**config.mk**
```make
export PLATFORM = sky130hd
export DESIGN_NAME = ft_time_sampler_flat
export DESIGN_NICKNAME = d
export VERILOG_FILES = /design/src/rtl/ft_time_sampler_if.sv /design/src/rtl/ft_time_sampler.sv /design/src/flat_wrapper.sv
export SDC_FILE = /design/constraint.sdc
export NUM_CORES = 1
export LEC_CHECK = 0
export CELL_PAD_IN_SITES_DETAIL_PLACEMENT = 1
export CELL_PAD_IN_SITES_GLOBAL_PLACEMENT = 2
export CORE_ASPECT_RATIO = 1.75
export CORE_MARGIN = 10
export CORE_UTILIZATION = 49
export CTS_BUF_LIST = sky130_fd_sc_hd__clkbuf_16
export DETAILED_ROUTE_END_ITERATION = 16
export PLACE_DENSITY = 0.84
export SYNTH_ARGS = -nofsm -noshare
export SYNTH_HDL_FRONTEND = slang
export SYNTH_SLANG_ARGS = --single-unit
```
**constraint.sdc**
```tcl
create_clock -name clock -period 27.9 [get_ports clock]
set_clock_uncertainty 0.2 [all_clocks]
set_input_delay 4.185 -clock clock [delete_from_list [all_inputs] [get_ports clock]]
set_output_delay 4.185 -clock clock [all_outputs]
set_load 0.005 [all_outputs]
```
**src/rtl/ft_time_sampler_if.sv**
```systemverilog
// Word stream leaving ft_time_sampler: one 32-bit word per rd_valid/rd_ready handshake.
interface ft_time_sampler_if;
    logic        rd_valid;
    logic [31:0] rd_data;
    logic        rd_ready;

    modport master (output rd_valid, output rd_data, input rd_ready);
    modport slave  (input rd_valid, input rd_data, output rd_ready);
endinterface

```
**src/rtl/ft_time_sampler.sv**
```systemverilog
// Captures snapshots of the four FreezeTime timers into a small FIFO and
// streams each one out as nine 32-bit words (header, then lo/hi of each timer).
module ft_time_sampler #(
    parameter int unsigned SAMPLE_PERIOD = 1024,
    parameter int unsigned DEPTH         = 4
) (
    input  logic                    clock,
    input  logic                    reset,
    input  logic                    isSim,
    input  logic [63:0]             wallTime,
    input  logic [63:0]             emuTime,
    input  logic [63:0]             simTime,
    input  logic [63:0]             freezeTime,
    input  logic                    snap_req,
    ft_time_sampler_if.master       rd,
    output logic [$clog2(DEPTH):0]  fifo_count,
    output logic                    overflow,
    output logic [15:0]             drop_count
);
    localparam int unsigned AW       = $clog2(DEPTH);
    localparam logic [AW:0] FULL     = (AW+1)'(DEPTH);
    localparam bit          PER_EN   = (SAMPLE_PERIOD != 0);
    localparam logic [31:0] PER_LAST = PER_EN ? 32'(SAMPLE_PERIOD - 1) : 32'd0;

    localparam logic [1:0] ST_IDLE = 2'd0;
    localparam logic [1:0] ST_LOAD = 2'd1;
    localparam logic [1:0] ST_SEND = 2'd2;

    localparam logic [1:0] CAUSE_PER = 2'b01;
    localparam logic [1:0] CAUSE_SW  = 2'b10;
    localparam logic [1:0] CAUSE_END = 2'b11;

    // is_sim records the flag at capture time so the header reflects the trigger cycle.
    typedef struct packed {
        logic [15:0] seq;
        logic [1:0]  cause;
        logic        is_sim;
        logic [63:0] wall;
        logic [63:0] emu;
        logic [63:0] sim;
        logic [63:0] frz;
    } entry_t;

    entry_t         mem_q [DEPTH];
    logic [AW-1:0]  wr_ptr_q, wr_ptr_d, rd_ptr_q, rd_ptr_d;
    logic [AW:0]    count_q, count_d;
    logic [15:0]    seq_q, seq_d, drop_q, drop_d;
    logic           ovf_q, ovf_d, is_sim_q;
    logic [31:0]    period_q, period_d;
    logic [1:0]     state_q, state_d;
    logic [3:0]     idx_q, idx_d;
    logic [31:0]    data_q, data_d;

    logic           trig_end, trig_per, trig, full, push, accept, pop;
    logic [1:0]     cause;
    entry_t         head, new_entry;

    function automatic logic [31:0] word_sel(entry_t e, logic [3:0] i);
        case (i)
            4'd0:    word_sel = {e.seq, 6'b0, e.is_sim, 7'b0, e.cause};
            4'd1:    word_sel = e.wall[31:0];
            4'd2:    word_sel = e.wall[63:32];
            4'd3:    word_sel = e.emu[31:0];
            4'd4:    word_sel = e.emu[63:32];
            4'd5:    word_sel = e.sim[31:0];
            4'd6:    word_sel = e.sim[63:32];
            4'd7:    word_sel = e.frz[31:0];
            default: word_sel = e.frz[63:32];
        endcase
    endfunction

    assign trig_end = is_sim_q & ~isSim;
    assign trig_per = PER_EN & isSim & (period_q == PER_LAST);
    assign trig     = trig_end | snap_req | trig_per;
    assign full     = (count_q == FULL);
    assign push     = trig & ~full;
    assign accept   = (state_q == ST_SEND) & rd.rd_ready;
    assign pop      = accept & (idx_q == 4'd8);
    assign head     = mem_q[rd_ptr_q];

    // NOTE: every signal written in always_comb gets a default first, so no path can infer a latch.
    always_comb begin
        cause = CAUSE_PER;
        if (trig_end)      cause = CAUSE_END;
        else if (snap_req) cause = CAUSE_SW;

        new_entry.seq    = seq_q;
        new_entry.cause  = cause;
        new_entry.is_sim = isSim;
        new_entry.wall   = wallTime;
        new_entry.emu    = emuTime;
        new_entry.sim    = simTime;
        new_entry.frz    = freezeTime;
    end

    always_comb begin
        period_d = (!isSim || trig_per) ? 32'd0 : period_q + 32'd1;
        count_d  = count_q + (AW+1)'(push) - (AW+1)'(pop);
        wr_ptr_d = push ? wr_ptr_q + AW'(1) : wr_ptr_q;
        seq_d    = push ? seq_q + 16'd1 : seq_q;
        ovf_d    = ovf_q | (trig & full);
        drop_d   = (trig & full & (drop_q != 16'hFFFF)) ? drop_q + 16'd1 : drop_q;

        state_d  = state_q;
        idx_d    = idx_q;
        data_d   = data_q;
        rd_ptr_d = rd_ptr_q;
        case (state_q)
            // A push in this cycle is enough to start, so word 0 appears two cycles after the trigger.
            ST_IDLE: if (count_q != '0 || push) state_d = ST_LOAD;
            ST_LOAD: begin
                data_d  = word_sel(head, 4'd0);
                idx_d   = 4'd0;
                state_d = ST_SEND;
            end
            ST_SEND: if (accept) begin
                if (idx_q == 4'd8) begin
                    idx_d    = 4'd0;
                    rd_ptr_d = rd_ptr_q + AW'(1);
                    state_d  = (count_q >= (AW+1)'(2)) ? ST_LOAD : ST_IDLE;
                end else begin
                    idx_d  = idx_q + 4'd1;
                    data_d = word_sel(head, idx_q + 4'd1);
                end
            end
            default: state_d = ST_IDLE;
        endcase
    end

    // NOTE: snapshot storage has no reset; the pointers and count define which entries are live.
    always_ff @(posedge clock) begin
        if (push) mem_q[wr_ptr_q] <= new_entry;
    end

    // NOTE: sequential state uses non-blocking assignments so every register samples pre-edge values.
    always_ff @(posedge clock) begin
        if (reset) begin
            wr_ptr_q <= '0;
            rd_ptr_q <= '0;
            count_q  <= '0;
            seq_q    <= '0;
            drop_q   <= '0;
            ovf_q    <= 1'b0;
            is_sim_q <= 1'b0;
            period_q <= '0;
            state_q  <= ST_IDLE;
            idx_q    <= '0;
            data_q   <= '0;
        end else begin
            wr_ptr_q <= wr_ptr_d;
            rd_ptr_q <= rd_ptr_d;
            count_q  <= count_d;
            seq_q    <= seq_d;
            drop_q   <= drop_d;
            ovf_q    <= ovf_d;
            is_sim_q <= isSim;
            period_q <= period_d;
            state_q  <= state_d;
            idx_q    <= idx_d;
            data_q   <= data_d;
        end
    end

    assign rd.rd_valid = (state_q == ST_SEND);
    assign rd.rd_data  = data_q;
    assign fifo_count  = count_q;
    assign overflow    = ovf_q;
    assign drop_count  = drop_q;
endmodule

```
**src/flat_wrapper.sv**
```systemverilog
// flat-port wrapper written by rule: the top's interface ports become plain ports
module ft_time_sampler_flat 
#(
    parameter int unsigned SAMPLE_PERIOD = 1024,
    parameter int unsigned DEPTH         = 4
)
  (clock, reset, isSim, wallTime, emuTime, simTime, freezeTime, snap_req, fifo_count, overflow, drop_count, rd_rd_valid, rd_rd_data, rd_rd_ready);
  ft_time_sampler_if rd_i ();
  input  logic clock;
  input  logic reset;
  input  logic isSim;
  input  logic [63:0] wallTime;
  input  logic [63:0] emuTime;
  input  logic [63:0] simTime;
  input  logic [63:0] freezeTime;
  input  logic snap_req;
  output logic [$clog2(DEPTH):0] fifo_count;
  output logic overflow;
  output logic [15:0] drop_count;
  output wire logic [$bits(rd_i.rd_valid)-1:0] rd_rd_valid;
  output wire logic [$bits(rd_i.rd_data)-1:0] rd_rd_data;
  input wire logic [$bits(rd_i.rd_ready)-1:0] rd_rd_ready;
  assign rd_rd_valid = rd_i.rd_valid;
  assign rd_rd_data = rd_i.rd_data;
  assign rd_i.rd_ready = rd_rd_ready;
  ft_time_sampler #(.SAMPLE_PERIOD(SAMPLE_PERIOD), .DEPTH(DEPTH)) u_core (.clock(clock), .reset(reset), .isSim(isSim), .wallTime(wallTime), .emuTime(emuTime), .simTime(simTime), .freezeTime(freezeTime), .snap_req(snap_req), .rd(rd_i), .fifo_count(fifo_count), .overflow(overflow), .drop_count(drop_count));
endmodule
```
; Yosys cells after proc, flatten, opt, wreduce, memory -nomap -nowiden
; Memory sizes are Yosys's and may differ from the RTL's. A register that Yosys moved wholly into a read port is not among the register bits.
; Cells that the tools add are included.
[classes]
addsub = 8
n_lt_le_gt_ge = 1
n_eq_ne = 17
n_mux = 18
bitwise_logic = 12
n_reduce_logical = 12
[ops]
columns = operator, n
row1 = one-hot mux 32 bit (8 select lines), 1
row2 = 2-to-1 mux 32 bit, 2
row3 = one-hot mux 32 bit (2 select lines), 1
row4 = adder 16 x 1 -> 16 bit (second input constant), 2
row5 = adder 32 x 1 -> 32 bit (second input constant), 1
row6 = equality test 32 x 10 -> 1 bit (second input constant), 1
row7 = equality test 4 x 3 -> 1 bit (second input constant), 4
row8 = inequality test 16 bit (second input constant), 1
row9 = 2-to-1 mux 2 bit, 7
row10 = AND reduction 3 bit, 3
row11 = equality test 4 x 2 -> 1 bit (second input constant), 2
row12 = 2-to-1 mux 4 bit, 2
row13 = one-hot mux 4 bit (2 select lines), 1
row14 = AND 1 bit, 7
row15 = inequality test 2 x 1 -> 1 bit (second input constant), 3
row16 = one-hot mux 2 bit (3 select lines), 1
row17 = adder 2 x 1 -> 2 bit (second input constant), 2
row18 = adder 4 x 1 -> 4 bit (second input constant), 1
row19 = equality test 4 x 1 -> 1 bit (second input constant), 1
row20 = equality test 4 bit (second input constant), 1
row21 = zero test 4 bit, 1
row22 = adder 3 x 1 -> 3 bit, 1
row23 = equality test 3 bit (second input constant), 1
row24 = greater-or-equal comparator 3 x 2 -> 1 bit (second input constant), 1
row25 = other kinds (14), 20
[word_totals]
ff_bits = 111
ramBits = 1100
inputBits = 261
memories = 1
[mem_list]
columns = memory, words, width, rd, rd_clocked_by_memory_dff, write_ports, line_no
row1 = u_core.mem_q, 4, 275, 1, 1, 1, ft_time_sampler.sv:44  ; entry_t mem_q [DEPTH];

; Longest topological paths before layout
; Gate-level depths: netlist of the first run.
[depth]
word_depth = 8
depth_mapped = 12
ltp_nobuf = 11

; Worst setup path before layout of the first run
; OpenSTA, ideal clock, no wires.
[synth_path]
path_type = input to register
from = input port isSim
to = memory u_core.mem_q[0][0] in the netlist's numbering (enable)
setup_time_ps = 673
t_arrival_ps = 11442
required_time_ps = 27027
path_slack_ps = 15585
cell_stages = 4
cell_sequence = inv_1 o41ai_2 clkbuf_1 and3_1
[synth_between]
elab_chain_len = 7
[synth_rtl]
columns = element, line_no
row1 = from (decl), flat_wrapper.sv:11  ; input logic isSim;
row2 = inverter 1 bit, ft_time_sampler.sv:72  ; assign trig_end = is_sim_q & ~isSim;
row3 = AND 1 bit, ft_time_sampler.sv:72
row4 = bitwise OR 1 bit, ft_time_sampler.sv:74  ; assign trig = trig_end | snap_req | trig_per;
row5 = bitwise OR 1 bit *, ft_time_sampler.sv:74
row6 = AND 1 bit *, ft_time_sampler.sv:76  ; assign push = trig & ~full;
row7 = 2-to-1 mux 1 bit *, ft_time_sampler.sv:132  ; if (push) mem_q[wr_ptr_q] <= new_entry;
row8 = 2-to-1 mux 1 bit (not written as such) *, ft_time_sampler.sv:132
row9 = to (decl), ft_time_sampler.sv:44
; Mark *: on every way between the ends. The rest lies on a longest branch, timed or not.

; Worst setup path in the final report of the first run
[layout_path]
from = input port isSim
to = memory u_core.mem_q[0][237] in the netlist's numbering (enable)
; Same word-level chain as after synthesis.

==> out/metrics.yaml, run 1 <==
power_and_ir_drop:
  total_power_mw: 4.44
  max-vdd-ir-drop_uv: 50.6
  power_density_nw_per_um2: 81.3
  leakage_nw: 17.2
clocking:
  root_buffer: "clkbuf_16"
  htreeDepth: 3
  clk_latency_ps: 710
  cts_sinks: 1213
  cts_resized: 0
  cts_buffers: 106
  cts-hold-fix-buffers: 0
  cts.clk_slew.worst_paths_ps: 60
  cts_setup_buffers: 0
  cts_tree: "done"
  cts_buffer_depth: 3
floorplanning:
  num_io_pins: 314
  core_area_um2: 94300
  die_x_um: 253
  dieArea_um2: 108000
  fp.dieH_um: 428
  std_cell_rows: 149
  initial_core_util_pct: 49.4
min_path:
  whs_endpoint: "u_core.rd.rd_data[14]"
  min_path_cells: 2
  hold_class: "reg2reg"
  hold_start: "u_core.rd.rd_data[14]"
global_routing:
  grt_max_degree: 154
  grt_pass1_wl_um: 184000
  antenna_found_initial: 36
  grt_pass1_vias: 26570
  grt_usage_pct: 23.2
  grt.overflow.total: 0
yosys:
  yosysTopAreaCell: "edfxtp_1"
  synth-edff-count: 1100
  seq_area_frac_synth_pct: 75.7
  syn_nets: 2632
  synth_cell_types: 68
  synth-async-reset-ratio_pct: 0
  netlist_area_um2: 46600
  ys_warn_count: 0
  synth_area_leaders: "edfxtp_1, mux4_2, dfxtp_1, nor2_1, a22o_1"
  synth_commonest_cells: "edfxtp_1, mux4_2, nor2_1"
  synth_top_area_share_pct: 70.9
  synth-seq-cells: 1213
  post_synth.cell_area_avg_um2: 19.8
  synth_most_common_cell: "edfxtp_1"
  synth_flop_cell: "edfxtp_1"
  syn_inst: 2351
worst_setup_path:
  worstSetupPathType: "in2reg"
  arrival_ps: 7930
  crit_fanout: 72
  worstRegToRegCells: 6
  critPathMaxStageDelay_ps: 910
  crit_path_start_kind: "input port"
  worst_r2r_endpoint: "u_core.rd.rd_data[10]"
  critical_path_required_ps: 28000
  ff2ff_setup_slack_ps: 23070
  crit_path_top_delay_cell: "buf_4"
  cp-end-kind: "flop"
  cp_cell_sequence: "clkdlybuf4s50_1 > inv_1 > o41ai_2 > buf_4 > and3_4 > buf_4 > buf_4"
  cpMostUsedCell: "buf_4"
finish:
  fin_util_pct: 58.0
  syn2layout_area_growth_pct: 17.3
  final_cells: 3996
  layout.nets: 2965
  drive_gt1_share_pct: 17.9
place:
  io_buffers: 313
  place.gp.congestion: 0.815
  place_inst: 3784
  hpwl_um: 81800
  pre_cts_slack_ps: 19320
detailed_routing:
  drt-total-wl_um: 126000
  num_vias: 24410
  via_per_inst: 6.11
  ant_nets: 0
  drt_iter0_drc: 2020
  wl_per_cell_um: 31.6
  drt_first_pass_iters: 6
  drc: 0
timing:
  slew_headroom_pct: 9.56
  clock.fmax_mhz: 128
  finalHoldViolCount: 0
  timing.setup.tns_ps: 0
  maxSlewViolCount: 0
  min_period_ps: 7830
  rsz0062_at_grt: "no"
  setup_ws_ps: 20070
  period_share_pct: 28.1
  worst_slew_pin_slew_ps: 1350
  setup_viol: 0
status:
  status: "finished clean"
job:
  max-cap-violations: 0
## critical path: cells and delay by family
kind            cells  cell delay, ps
compound gates      1             350
buf+inv             5            2810
simple gates        1             430
## cells in the final DEF (no fill, tap or decap), types with 15 or more instances in the layout
cell	count
nor3_1	16
clkdlybuf4s50_1	312
a22oi_1	30
clkinv_2	22
edfxtp_1	1100
o21ai_0	36
nand4_1	23
xnor2_1	33
and4_1	15
clkbuf_16	112
clkinv_1	20
a21oi_1	37
a32oi_1	17
nand2_1	83
nor2_1	122
a22o_1	36
inv_1	58
and3_1	17
nand3_1	32
nor4_1	20
dfxtp_1	111
buf_4	33
mux4_2	271
ha_1	16
xor2_1	23
## per-layer routing
metal  part of all wire (%)  track usage [%]  wire, um
met1                     35             26.3     44300
met2                     54             41.4     67700
met3                    7.1             5.37      8930
met4                    4.0             9.60      5050
met5                   0.22                0       275
## through the flow
step | hold slack [ps] | instance area (um^2)
floorplan | 238 | 46600
global placement | 242 | 51100
detailed placement | 263 | 51100
CTS | 280 | 54600
global route | 309 | 54700
finish | 275 | 54700
## cell type report
cell class | count | area (um^2)
diodes | 13 | 32.5
fillers | 8091 | 39700
clock inverters | 87 | 756
well taps | 1208 | 1510
multi-input cells | 974 | 10700
flip-flops and latches | 1213 | 35300
inverters | 40 | 150
repair buffers | 349 | 3440
clock buffers | 112 | 2800
## worst max path at each step
stage	startpoint	to	slack (ps)	cells past startpoint
after floorplan	isSim	u_core.mem_q[0][0]	15580	4
after global placement	isSim	u_core.mem_q[0][45]	19370	7
after detailed placement	isSim	u_core.mem_q[0][230]	19320	7
after CTS	isSim	u_core.mem_q[0][141]	20050	7
after global routing	isSim	u_core.mem_q[0][141]	19840	7
final	isSim	u_core.mem_q[0][237]	20070	7
## flip-flops by register name, summed over array words and instances, names as in the netlist, named ones only
| signal | cells |
|---|---|
| u_core.drop_count | 16 |
| u_core.fifo_count | 3 |
| u_core.idx_q | 4 |
| u_core.is_sim_q | 1 |
| u_core.mem_q | 1100 |
| u_core.overflow | 1 |
| u_core.period_q | 32 |
| u_core.rd.rd_data | 32 |
| u_core.rd_ptr_q | 2 |
| u_core.seq_q | 16 |
| u_core.state_q | 2 |
| u_core.wr_ptr_q | 2 |
## logic make-up after synthesis
family,after synthesis,synth area share (%)
AOI/OAI and AO/OA,239,3.80
xor gates and xnor gates,56,1.05
adders and majority gates,20,0.553
buffers and inverters,164,1.48
DFF,1213,75.7
muxes,284,13.4
and+or+nand+nor,375,3.98
## power breakdown
| group | internal (mW) | leakage [nW] | switching, mW | total, mW |
|---|---|---|---|---|
| registers | 2.26 | 11.1 | 0.0780 | 2.34 |
| clock network | 0.846 | 1.82 | 0.653 | 1.50 |
| logic | 0.224 | 4.32 | 0.383 | 0.607 |
| total | 3.33 | 17.2 | 1.11 | 4.44 |
(Power assumes the default switching activity.)
==> run 2, diff against run 1 <==
Settings changed: CORE_UTILIZATION 49 to 46, PLACE_DENSITY 0.84 to 0.8.
Clock period 27.9 ns to 7.25 ns, I/O delays scaled along.
==> run 2 against run 1 <==
  * Global-route usage down 1.2 points
  * Hold slack worse by 4.2 ps
  * Sequential cell count unchanged
  * Setup slack worse by 17000 ps
  * Clock power rose to 4.0 times the previous value
  * Via count down 0.68%
  * Non-clock buffer count down 1
  * Clock-buffer cell count down 5
  * First-iteration DRC count down 7.1%
  * Core utilization down 3.2 points
  * Combinational power rose to 3.9 times the previous value
  * Largest cell class unchanged
  * Largest power group unchanged
==> out/metrics.yaml, run 2 (synthesis gave the netlist of run 1 again) <==
worst_setup_path:
  arrival_ps: 4650  # -3280 ps
  critical_path_required_ps: 7660  # -20,340 ps
  crit_path_start_kind: "flop"
  worstRegToRegCells: 8  # +2
  cp.depth: 8  # +1
  cp_cell_sequence: "ha_1 > nand2_1 > o31ai_1 > and2_2 > buf_4 > a32oi_1 > and4_1 > o221ai_1"
  crit_start: "u_core.idx_q[1]"
  crit_path_top_delay_cell: "o31ai_1"
  critPathTopFamily: "compound AO/OA/AOI/OAI gates"
  r2r-start: "u_core.idx_q[1]"
  crit_buf_inv: 1  # -4
  worstSetupPathType: "reg2reg"
  cp-end-kind: "flop"
  critPathMaxStageDelay_ps: 780  # -130 ps
  crit_fanout: 33  # -54%
power_and_ir_drop:
  power_density_nw_per_um2: 315  # +290%
  total_power_mw: 17.4  # +290%
  leakage_nw: 17.3  # +0.45%
  max-vdd-ir-drop_uv: 192  # +280%
detailed_routing:
  ant_nets: 0  # unchanged
  via_per_inst: 5.90  # -3.4%
  drt_first_pass_iters: 6  # unchanged
  drt-total-wl_um: 126000  # about the same
  drc: 0  # unchanged
  num_vias: 24245  # -0.68%
  drt_iter0_drc: 1876  # -7.1%
  wl_per_cell_um: 30.8  # -2.7%
status:
  status: "finished clean"
global_routing:
  grt_usage_pct: 22.0  # -1.2 points
  grt.overflow.total: 0  # unchanged
  grt_pass1_wl_um: 183000  # -0.30%
  antenna_found_initial: 33  # -8.3%
  grt_pass1_vias: 26542  # -0.11%
  grt_max_degree: 147  # -4.5%
timing:
  worst_slew_pin_slew_ps: 1230  # -122 ps
  period_share_pct: 58.5
  maxSlewViolCount: 0  # unchanged
  min_period_ps: 4240
  rsz0062_at_grt: "no"
  setup_viol: 0  # unchanged
  timing.setup.tns_ps: 0  # unchanged
  finalHoldViolCount: 0  # unchanged
  slew_headroom_pct: 18.1  # +8.5 points
  clock.fmax_mhz: 236
floorplanning:
  num_io_pins: 314  # unchanged
  die_x_um: 261  # +3.0%
  core_area_um2: 101000  # +6.6%
  initial_core_util_pct: 46.3  # -3.1 points
  std_cell_rows: 154  # +3.4%
  dieArea_um2: 115000  # +6.1%
  fp.dieH_um: 441  # +3.1%
clocking:
  cts-hold-fix-buffers: 0  # unchanged
  cts_sinks: 1213  # unchanged
  cts_tree: "done"
  cts_buffers: 107  # +0.94%
  cts_setup_buffers: 0  # unchanged
  cts.clk_slew.worst_paths_ps: 60  # about the same
  root_buffer: "clkbuf_16"
  clk_latency_ps: 730  # +20 ps
  cts_resized: 0  # unchanged
  cts_buffer_depth: 3  # unchanged
  htreeDepth: 3  # unchanged
finish:
  largest_register: "u_core.mem_q"
  fillers: 8903  # +10%
  syn2layout_area_growth_pct: 18.2
  final_common_cell: "edfxtp_1"
  layout_common_cells: "edfxtp_1, clkdlybuf4s50_1, mux4_2"
  drive_gt1_share_pct: 17.9  # unchanged
  layout.nets: 2965  # unchanged
  largest_reg_flops: 1100  # unchanged
min_path:
  hold_start: "u_core.rd.rd_data[6]"
  min_path_cells: 2  # unchanged
  hold_class: "reg2reg"
place:
  hpwl_um: 82800  # +1.3%
  place.gp.congestion: 0.798  # -2.1%
  io_buffers: 313  # unchanged
job:
  max-cap-violations: 0  # unchanged
==> run 2: cell count changes in the layout (fill, tap and decap cells not counted), moves of 3 or more <==
cell,before,now
diode_2,13,8
clkinv_8,0,3
buf_12,3,11
bufinv_16,13,21
clkbuf_16,112,107
clkinv_4,7,4
clkinv_2,22,19
inv_1,58,55
buf_4,33,24
==> run 2: power breakdown <==
group          switching [mW]  leakage (nW)  internal (mW)
sequential              0.303          11.1           8.69
combinational            1.48          4.35          0.883
clock                    2.56          1.88           3.45
==> run 2: layout make-up <==
cell class / count / area, um^2 / share of cell area, %
clock buffers: 107 / 2680 / 4.86
inverters: 40 / 150 / 0.273
diodes: 8 / 20.0 / 0.0364
multi-input cells: 974 / 10700 / 19.4
repair buffers: 348 / 3530 / 6.41
clock inverters: 93 / 1050 / 1.91
well taps: 1326 / 1660 / 3.01
flip-flops and latches: 1213 / 35300 / 64.1
==> run 2: per-stage QoR <==
stage               util, %  cells  hold WS (ps)  worst slack, ps  instance area, um^2
finish                 54.8   4109           270             3010                55100
global route           54.7   4102           312             2950                55100
CTS                    54.7   4101           273             3090                55100
detailed placement     51.0   3901           257             2640                51300
global placement       51.0   3901           246             2630                51300
floorplan                 -   2351           238             1210                46600
==> run 2: path summary, 6_finish.rpt <==
path	endpoint	slack, ps
worst min register to register	u_core.rd.rd_data[6]	270
worst max-delay path	u_core.rd.rd_data[13]	3010
worst min-delay path	u_core.rd.rd_data[6]	270
worst max register to register	u_core.rd.rd_data[13]	3010
==> run 2: worst register-to-register path: stages, from the launching register on <==
cell and delay (ps):
dfxtp_1 540, ha_1 360, nand2_1 140, o31ai_1 780, and2_2 390, buf_4 580
a32oi_1 560, and4_1 420, o221ai_1 170
==> run 2: layer usage <==
metal | global-route usage (%) | share of wire (%) | up-vias
met3 | 5.16 | 6.7 | 221
met2 | 39.4 | 54 | 845
met1 | 24.8 | 36 | 12792
li1 | - | - | 10351
met5 | 0 | 0.18 | -
met4 | 9.12 | 4.0 | 36
